===== src/rtl/out_writeback.sv =====
// out_writeback: buffers result rows from the activation stage and writes
// them to BRAM at base + k*stride, with per-lane write masking. Rows are
// held in a small FIFO while the reader owns the BRAM port.
//
// Ports
//   clk, reset            sole clock, asynchronous active-high reset
//   start                 one-cycle pulse: latch config, (re)start a job
//   address_mat_c         base BRAM address (sampled on start)
//   address_stride_c      per-row address increment (sampled on start)
//   validity_mask         per-lane write enable (sampled on start)
//   in_data_available     in_data carries a row this cycle
//   in_data               one result row
//   port_busy             BRAM port owned by the reader; hold writes
//   bram_addr/wdata/we    registered BRAM write interface
//   wr_valid              a write is driven this cycle
//   busy                  job in progress
//   done                  one-cycle completion pulse
//   overflow              sticky: a row was dropped on a full FIFO
//
// State  | meaning
// -------+------------------------------------------------------------
// IDLE   | no job; incoming rows ignored
// ACTIVE | accepting rows and draining the FIFO to BRAM
// DONE   | all rows written; done asserted for this single cycle

`ifndef DWIDTH
`define DWIDTH 8
`endif
`ifndef MAT_MUL_SIZE
`define MAT_MUL_SIZE 4
`endif
`ifndef AWIDTH
`define AWIDTH 10
`endif
`ifndef ADDR_STRIDE_WIDTH
`define ADDR_STRIDE_WIDTH 8
`endif
`ifndef MASK_WIDTH
`define MASK_WIDTH `MAT_MUL_SIZE
`endif

module out_writeback #(
    parameter int FIFO_DEPTH = 4,
    parameter int NUM_ROWS   = `MAT_MUL_SIZE
) (
    input  logic                                clk,
    input  logic                                reset,
    input  logic                                start,
    input  logic [`AWIDTH-1:0]                  address_mat_c,
    input  logic [`ADDR_STRIDE_WIDTH-1:0]       address_stride_c,
    input  logic [`MASK_WIDTH-1:0]              validity_mask,
    input  logic                                in_data_available,
    input  logic [`MAT_MUL_SIZE*`DWIDTH-1:0]    in_data,
    input  logic                                port_busy,
    output logic [`AWIDTH-1:0]                  bram_addr,
    output logic [`MAT_MUL_SIZE*`DWIDTH-1:0]    bram_wdata,
    output logic [`MASK_WIDTH-1:0]              bram_we,
    output logic                                wr_valid,
    output logic                                busy,
    output logic                                done,
    output logic                                overflow
);

    localparam int ROW_W  = `MAT_MUL_SIZE * `DWIDTH;
    localparam int PTR_W  = $clog2(FIFO_DEPTH);
    localparam int CNT_W  = $clog2(FIFO_DEPTH + 1);
    localparam int ROWS_W = $clog2(NUM_ROWS + 1);

    typedef enum logic [1:0] {
        ST_IDLE   = 2'd0,
        ST_ACTIVE = 2'd1,
        ST_DONE   = 2'd2
    } state_t;

    state_t                        state_q, state_d;
    logic [`ADDR_STRIDE_WIDTH-1:0] stride_q, stride_d;
    logic [`MASK_WIDTH-1:0]        mask_q, mask_d;
    logic [`AWIDTH-1:0]            addr_next_q, addr_next_d;
    logic [ROWS_W-1:0]             accept_left_q, accept_left_d;
    logic [ROWS_W-1:0]             writes_left_q, writes_left_d;
    logic                          overflow_q, overflow_d;
    logic [PTR_W-1:0]              rd_ptr_q, rd_ptr_d;
    logic [PTR_W-1:0]              wr_ptr_q, wr_ptr_d;
    logic [CNT_W-1:0]              count_q, count_d;

    logic [`AWIDTH-1:0]            bram_addr_q, bram_addr_d;
    logic [ROW_W-1:0]              bram_wdata_q, bram_wdata_d;
    logic [`MASK_WIDTH-1:0]        bram_we_q, bram_we_d;
    logic                          wr_valid_q, wr_valid_d;
    logic                          busy_q, busy_d;
    logic                          done_q, done_d;

    logic [ROW_W-1:0]              fifo_mem [FIFO_DEPTH];

    logic             active;
    logic             want_push;
    logic             fifo_empty;
    logic             fifo_full;
    logic             pop;
    logic             push_ok;
    logic             drop;
    logic [ROW_W-1:0] head_row;
    logic [ROW_W-1:0] masked_row;

    // A start in the same cycle overrides everything: nothing is pushed or
    // popped while the job is being re-initialised.
    always_comb begin
        active     = (state_q == ST_ACTIVE) && !start;
        want_push  = active && in_data_available && (accept_left_q != '0);
        fifo_empty = (count_q == '0);
        fifo_full  = (count_q == CNT_W'(FIFO_DEPTH));
        // Popping on an empty FIFO is allowed when a row arrives this cycle:
        // the row bypasses storage so it reaches the outputs one cycle later.
        pop        = active && !port_busy && (!fifo_empty || want_push);
        push_ok    = want_push && (!fifo_full || pop);
        drop       = want_push && fifo_full && !pop;
        head_row   = fifo_empty ? in_data : fifo_mem[rd_ptr_q];
    end

    always_comb begin
        masked_row = '0;
        for (int i = 0; i < `MAT_MUL_SIZE; i++) begin
            masked_row[i*`DWIDTH +: `DWIDTH] =
                head_row[i*`DWIDTH +: `DWIDTH] & {`DWIDTH{mask_q[i]}};
        end
    end

    always_comb begin
        state_d       = state_q;
        stride_d      = stride_q;
        mask_d        = mask_q;
        addr_next_d   = addr_next_q;
        accept_left_d = accept_left_q;
        writes_left_d = writes_left_q;
        overflow_d    = overflow_q;
        rd_ptr_d      = rd_ptr_q;
        wr_ptr_d      = wr_ptr_q;
        count_d       = count_q;

        if (start) begin
            state_d       = ST_ACTIVE;
            stride_d      = address_stride_c;
            mask_d        = validity_mask;
            addr_next_d   = address_mat_c;
            accept_left_d = ROWS_W'(NUM_ROWS);
            writes_left_d = ROWS_W'(NUM_ROWS);
            overflow_d    = 1'b0;
            rd_ptr_d      = '0;
            wr_ptr_d      = '0;
            count_d       = '0;
        end else begin
            case (state_q)
                ST_ACTIVE: begin
                    if (want_push) accept_left_d = accept_left_q - ROWS_W'(1);
                    if (push_ok)   wr_ptr_d      = wr_ptr_q + PTR_W'(1);
                    if (pop) begin
                        rd_ptr_d    = rd_ptr_q + PTR_W'(1);
                        addr_next_d = addr_next_q + `AWIDTH'(stride_q);
                    end
                    if (drop) overflow_d = 1'b1;
                    // A dropped row will never be written, so it retires a
                    // pending write just like a pop does.
                    if (pop || drop) writes_left_d = writes_left_q - ROWS_W'(1);
                    case ({push_ok, pop})
                        2'b10:   count_d = count_q + CNT_W'(1);
                        2'b01:   count_d = count_q - CNT_W'(1);
                        default: count_d = count_q;
                    endcase
                    // Last pop has moved into the output register by now, so
                    // done lands one cycle after the final write.
                    if (writes_left_q == '0) state_d = ST_DONE;
                end
                ST_DONE: state_d = ST_IDLE;
                default: state_d = ST_IDLE;
            endcase
        end
    end

    always_comb begin
        wr_valid_d   = pop;
        bram_addr_d  = pop ? addr_next_q : '0;
        bram_we_d    = pop ? mask_q : '0;
        bram_wdata_d = pop ? masked_row : '0;
        busy_d       = (state_d == ST_ACTIVE);
        done_d       = (state_d == ST_DONE);
    end

    always_ff @(posedge clk or posedge reset) begin
        if (reset) begin
            state_q       <= ST_IDLE;
            stride_q      <= '0;
            mask_q        <= '0;
            addr_next_q   <= '0;
            accept_left_q <= '0;
            writes_left_q <= '0;
            overflow_q    <= 1'b0;
            rd_ptr_q      <= '0;
            wr_ptr_q      <= '0;
            count_q       <= '0;
            bram_addr_q   <= '0;
            bram_wdata_q  <= '0;
            bram_we_q     <= '0;
            wr_valid_q    <= 1'b0;
            busy_q        <= 1'b0;
            done_q        <= 1'b0;
        end else begin
            state_q       <= state_d;
            stride_q      <= stride_d;
            mask_q        <= mask_d;
            addr_next_q   <= addr_next_d;
            accept_left_q <= accept_left_d;
            writes_left_q <= writes_left_d;
            overflow_q    <= overflow_d;
            rd_ptr_q      <= rd_ptr_d;
            wr_ptr_q      <= wr_ptr_d;
            count_q       <= count_d;
            bram_addr_q   <= bram_addr_d;
            bram_wdata_q  <= bram_wdata_d;
            bram_we_q     <= bram_we_d;
            wr_valid_q    <= wr_valid_d;
            busy_q        <= busy_d;
            done_q        <= done_d;
        end
    end

    // Storage needs no reset: entries are only read behind count_q.
    always_ff @(posedge clk) begin
        if (push_ok) fifo_mem[wr_ptr_q] <= in_data;
    end

    assign bram_addr  = bram_addr_q;
    assign bram_wdata = bram_wdata_q;
    assign bram_we    = bram_we_q;
    assign wr_valid   = wr_valid_q;
    assign busy       = busy_q;
    assign done       = done_q;
    assign overflow   = overflow_q;

endmodule


===== config.mk =====
export PLATFORM = sky130hd
export DESIGN_NAME = out_writeback
export DESIGN_NICKNAME = d
export VERILOG_FILES = /design/src/rtl/out_writeback.sv
export SDC_FILE = /design/constraint.sdc
export NUM_CORES = 1
export LEC_CHECK = 0
export CAP_MARGIN = 10
export CORE_MARGIN = 1.5
export CORE_UTILIZATION = 40
export DETAILED_ROUTE_END_ITERATION = 10
export PLACE_DENSITY = 0.58
export SETUP_SLACK_MARGIN = 0.02
export SYNTH_ARGS = -nofsm -noshare
export SYNTH_HDL_FRONTEND = slang
export SYNTH_SLANG_ARGS = --single-unit

===== constraint.sdc =====
create_clock -name clk -period 6 [get_ports clk]
set_clock_uncertainty 0.1 [all_clocks]
set_input_delay 1.2 -clock clk [delete_from_list [all_inputs] [get_ports clk]]
set_output_delay 1.2 -clock clk [all_outputs]
set_load 0.01 [all_outputs]

==> results of run 1 <==
-- state kept, by name, summed over array words and instances, names as in the netlist --
| register | count |
|---|---|
| wr_ptr_q | 2 |
| done | 1 |
| fifo_mem | 128 |
| rd_ptr_q | 2 |
| busy | 1 |
| addr_next_q | 10 |
| count_q | 3 |
| state_q | 2 |
| writes_left_q | 3 |
| bram_wdata | 32 |
| mask_q | 4 |
| bram_we | 4 |
| accept_left_q | 3 |
| bram_addr | 10 |
| stride_q | 8 |
| overflow | 1 |
| wr_valid | 1 |
-- Yosys cell counts, drive strengths merged, types with 2 or more instances --
cell type	n
xnor2	3
a21o	2
o21ai	12
o211ai	3
nor3	2
o21a	3
a21oi	47
mux2i	3
edfxtp	128
inv	16
buf	10
o22ai	7
nor2	18
and2	16
or3	4
nand2	81
ha	16
clkbuf	12
a31oi	4
mux4	32
nor2b	2
dfrtp	87
nand3	2
nand2b	2
a2111oi	2
xor2	5
fa	2
mux2	14
-- layout make-up --
type                            count  share of cell area (%)
Tap cell                          275                    3.21
Sequential cell                   215                    56.1
Multi-Input combinational cell    296                    22.3
Timing Repair Buffer              113                    10.4
Inverter                           17                   0.618
Clock inverter                     13                    1.71
Clock buffer                       27                    5.60
-- cells in the final DEF (no fill, tap or decap), types with 3 or more instances in the layout --
cell type,n
edfxtp_1,128
clkdlybuf4s50_1,108
dfrtp_1,85
nand2_1,77
a21oi_1,47
mux4_2,32
clkbuf_16,23
nor2_1,18
ha_1,16
mux2_2,14
inv_1,14
and2_1,12
o21ai_0,10
o22ai_1,7
clkinv_1,6
xor2_1,5
bufinv_16,5
buf_4,5
or3_1,4
nand2_2,4
and2_2,4
o21a_1,3
o211ai_1,3
a31oi_1,3
mux2i_1,3
xnor2_1,3
clkbuf_1,3
clkinv_2,3
-- worst min path at each step --
stage | slack (ns) | endpoint | startpoint
after floorplan | 0.37 | bram_addr[9] | addr_next_q[9]
after global placement | 0.39 | writes_left_q[2] | writes_left_q[2]
after detailed placement | 0.40 | bram_addr[0] | addr_next_q[0]
after CTS | 0.42 | bram_addr[0] | addr_next_q[0]
after global routing | 0.44 | bram_addr[0] | addr_next_q[0]
final | 0.41 | bram_addr[0] | addr_next_q[0]
-- logic make-up (layout without fill, tap and decap cells) --
family          after synthesis  in the layout  synth area share [%]
compound gates               85             85                  6.06
xor+xnor                      8              8                 0.818
mux                          49             49                  10.6
fa+ha+maj                    18             18                  2.80
flops                       215            215                  70.3
simple gates                136            136                  7.53
buf+inv                      39            170                  1.93
-- routing by layer --
metal	up-vias	part of all wire, %	global-route usage, %
li1	2254	-	-
met1	2447	43	21.7
met2	124	50	27.9
met3	13	5.2	3.24
met4	0	1.3	4.31
met5	-	0	0
-- power by group --
part,internal (W),switching [W],total (W)
registers,0.00169,0.0000595,0.00175
clock network,0.000924,0.000545,0.00147
logic,0.000277,0.000364,0.000640
-- through the flow --
stage	hold WS, ns	total power, W
after floorplan	0.369	0.00218
after global placement	0.393	0.00241
after detailed placement	0.403	0.00243
after CTS	0.416	0.00391
after global routing	0.442	0.00403
final	0.410	0.00386
==> qor.yml, run 1 <==
worst_setup_path:
  cpPeakStageDelay_ns: 0.84
  crit_end: "fifo_mem[2][13]"
  r2r_slack_ns: 2.87
  cp_cell_sequence: "clkdlybuf4s50_1, nor2b_1, nand2_1, a31oi_2, and2_2"
  reg2reg_from: "accept_left_q[1]"
  crit_required_ns: 6.01
  rr_worst_depth: 7
  worst_path_max_delay_cell: "and2_2"
  critPathCaptureType: "flop"
  crit_buf_inv: 1
  startpoint_type: "input port"
  worstSetupPathDepth: 5
  arrival_ns: 3.58
  cp_max_fo: 32
  timing.rr.end: "fifo_mem[2][13]"
  crit_type: "input port to flop"
  critPathTopFamily: "simple AND/OR/NAND/NOR gates"
  crit_path_start: "in_data_available"
logic_synthesis:
  ys_types: 51
  synth_nets: 627
  ys_ff_latch: 215
  async_flop_share_pct: 40.5
  synthTopCellsByArea: "edfxtp_1 45%, dfrtp_1 25%, mux4_2 8.4%"
  syn_area_mm2: 0.00857
  synthFlopType: "edfxtp_1"
  synth_edf_count: 128
  avgSynthCellArea_um2: 15.6
  synth_seq_area_share_pct: 70.3
  yosys.area.top_type: "edfxtp_1"
  synthCells: 550
  ys.warnings.count: 0
  synth_top_area_share_pct: 44.9
floorplan:
  fp.dieH_um: 149
  core_mm2: 0.0210
  io_pins: 109
  die_area_mm2: 0.0223
  fp.dieW_um: 149
  start_util_pct: 40.8
  std_cell_rows: 53
sta:
  finalSetupViolCount: 0
  tightest_slew_ns: 0.956
  fin_crit_ns: 3.57
  report.final.slew_viol_count: 0
  setup_tns_ns: 0
  hold_viol: 0
  slew_headroom_pct: 36.3
  setup_ws_ns: 2.43
  rsz0062_at_grt: "no"
  clock.fmax_mhz: 280
  finalCritPeriodShare_pct: 59.5
clock_tree:
  post_cts_buffers: 0
  cts.sinks: 215
  cts.path.max_buffers: 3
  clk-insertion-delay-late_ns: 0.50
  numCtsBuffers: 22
  hold_buffers: 0
  clk_pin_slew_ns: 0.06
  ctsRootBufferMaster: "clkbuf_16"
  cts_tree: "built"
  cts.repair.resized: 0
  htreeDepth: 1
job:
  max-cap-violations: 0
final_layout:
  finalNonFillerCells: 956
  multiInputGateArea_mm2: 0.00239
  antenna_cells: 0
  design_area_mm2: 0.0107
  nets: 742
  register_area_mm2: 0.00602
  layout-drive-gt1-share_pct: 15.1
  final_util_pct: 51.1
  nFillCells: 1768
  areaGrowthSynthToFinish_pct: 25.2
global_route:
  grt_overflow: 0
  grt_max_degree: 47
  grt_first_pass_wirelength_um: 28000
  antenna_found_initial: 0
  grt_usage_pct: 16.5
  first_global_vias: 5200
power:
  leakage_nw: 4.04
  powerDensity_mw_per_mm2: 359
  irDropWorstVdd_mv: 0.172
worst_hold_path:
  hp-class: "flop to flop"
  min_delay_path_depth: 1
run_status:
  status: "finished, final reports clean"
detailed_routing:
  route.antenna.remaining_nets: 0
  drc: 0
  first_pass_iters: 4
  drt_iter0_drc: 297
  route.vias.total: 4838
  wl_per_cell_um: 18.6
  totalWireLength_um: 17800
  vias_per_cell: 5.06
placed_design:
  gp_congestion: 0.795
  dp_hpwl_um: 11000
  dp.cells: 916
  dpl_cell_area_mm2: 0.00995
  post-place-ws_ns: 1.91
  io_buffers: 108
No activity file was read; power rests on OpenSTA's default activity.
==> run 2: changes to the inputs <==
clock period = 3.7 ns   (was 6 ns; I/O delays follow)
==> run 2 against run 1 <==
Via count up 3.0%. Register-to-register slack worse by 2.0 ns. Highest routed layer unchanged. Combinational power increased by 66%. Global-route usage is 0.17 points lower. Critical path type is now flop to flop.
==> qor.yml, run 2 (synthesized netlist as in run 1, its figures left out) <==
detailed_routing:
  totalWireLength_um: 17800
  wl_per_cell_um: 18.3
  drt_iter0_drc: 269
  first_pass_iters: 4
  route.vias.total: 4981
  vias_per_cell: 5.14
  route.antenna.remaining_nets: 0
  drc: 0
worst_setup_path:
  reg2reg_from: "accept_left_q[0]"
  rr_worst_depth: 8
  crit_required_ns: 3.81
  crit_end: "fifo_mem[0][29]"
  worstSetupPathDepth: 8
  cp_common_cell: "ha_1"
  startpoint_type: "flop"
  arrival_ns: 2.97
  critPathTopFamily: "simple AND/OR/NAND/NOR gates"
  critPathCaptureType: "flop"
  worst_path_max_delay_cell: "nor2b_1"
  crit_type: "flop to flop"
  crit_buf_inv: 2
  crit_path_start: "accept_left_q[0]"
  r2r_slack_ns: 0.84
  timing.rr.end: "fifo_mem[0][29]"
  cpPeakStageDelay_ns: 0.41
  cp_max_fo: 26
  cp_cell_sequence: "inv_1, ha_1, ha_1, nor2b_1, nand2_1, a31oi_2, and2_2, buf_12"
final_layout:
  largest_register: "fifo_mem"
  largest_register_ffs: 128
  final_cell_mix: "128 x edfxtp_1, 108 x clkdlybuf4s50_1, 85 x dfrtp_1, 77 x nand2_1, 47 x a21oi_1"
  areaGrowthSynthToFinish_pct: 26.7
  final_util_pct: 51.6
  nets: 755
  design_area_mm2: 0.0109
  finalNonFillerCells: 970
  mostFrequentLayoutCell: "edfxtp_1"
  antenna_cells: 0
  layout-drive-gt1-share_pct: 17.4
global_route:
  grt_max_degree: 54
  grt_overflow: 0
  grt_first_pass_wirelength_um: 27900
  first_global_vias: 5169
  antenna_found_initial: 0
  grt_usage_pct: 16.3
sta:
  fin_crit_ns: 2.86
  setup_tns_ns: 0
  hold_viol: 0
  rsz0062_at_grt: "no"
  report.final.slew_viol_count: 0
  slew_headroom_pct: 40.8
  finalCritPeriodShare_pct: 77.3
  finalSetupViolCount: 0
  tightest_slew_ns: 0.888
  clock.fmax_mhz: 349
clock_tree:
  htreeDepth: 1
  numCtsBuffers: 24
  cts.path.max_buffers: 3
  cts.sinks: 215
  hold_buffers: 0
  clk_pin_slew_ns: 0.06
  cts.repair.resized: 0
  post_cts_buffers: 0
  clk-insertion-delay-late_ns: 0.51
  ctsRootBufferMaster: "clkbuf_16"
  cts_tree: "built"
floorplan:
  fp.dieH_um: 149
  io_pins: 109
  start_util_pct: 40.8
  core_mm2: 0.0210
  fp.dieW_um: 149
  std_cell_rows: 53
  die_area_mm2: 0.0223
placed_design:
  dp_hpwl_um: 11500
  dpl_cell_area_mm2: 0.0101
  dp.cells: 927
  gp_congestion: 0.817
  io_buffers: 108
power:
  p_comb_share_pct: 17.0
  pwr-share-seq_pct: 45.4
  intPower_w: 0.00463
  leakage_nw: 4.11
  p_sw_share_pct: 25.8
  irDropWorstVdd_mv: 0.285
  p_total_w: 0.00624
  powerDensity_mw_per_mm2: 575
  switching_power_w: 0.00161
  pwr-share-clk_pct: 37.6
worst_hold_path:
  hp-class: "flop to flop"
job:
  max-cap-violations: 0
run_status:
  status: "finished, final reports clean"
-- run 2: cell count changes in the layout (fill, tap and decap cells not counted), moves of 2 or more --
cell       previous run  this run
buf_12                0         2
buf_4                 5        14
bufinv_16             5         2
clkbuf_8              1         5
clkinv_1              6         3
clkinv_2              3         5
-- run 2: layout make-up --
cell class	instances	area (µm²)
clock buffers	31	677
clock inverters	12	123
fillers	1725	10200
inverters	17	66.3
multi-input cells	296	2390
flip-flops and latches	215	6020
well taps	275	344
repair buffers	124	1230
-- run 2: stage by stage --
| step | hold slack [ns] | setup slack, ns |
|---|---|---|
| global route | 0.445 | 0.612 |
| detailed placement | 0.413 | 0.324 |
| floorplan | 0.369 | 0.610 |
| CTS | 0.425 | 0.829 |
| finish | 0.419 | 0.839 |
| global placement | 0.392 | 0.378 |
-- run 2: worst min path at each step --
stage	start	to	slack [ns]	cells past startpoint
6_report	addr_next_q[9]	bram_addr[9]	0.42	1
5_1_grt	accept_left_q[1]	accept_left_q[1]	0.45	2
4_1_cts	writes_left_q[1]	writes_left_q[1]	0.43	2
3_5_place_dp	accept_left_q[2]	accept_left_q[2]	0.41	2
3_3_place_gp	accept_left_q[2]	accept_left_q[2]	0.39	2
2_1_floorplan	addr_next_q[9]	bram_addr[9]	0.37	1
-- run 2: power groups by stage --
stage,clock network [W],logic [W],registers (W)
2_1_floorplan,0,0.000670,0.00286
3_3_place_gp,0,0.00105,0.00287
3_5_place_dp,0,0.00107,0.00288
4_1_cts,0.00241,0.00108,0.00284
5_1_grt,0.00250,0.00117,0.00286
6_report,0.00235,0.00106,0.00283
-- run 2: per-layer routing --
layer / wire (µm) / GRT usage, % / share of wire (%)
met1: 7930 / 22.1 / 45
met5: 0 / 0 / 0
met4: 434 / 5.25 / 2.4
met3: 757 / 2.57 / 4.3
met2: 8660 / 27.0 / 49
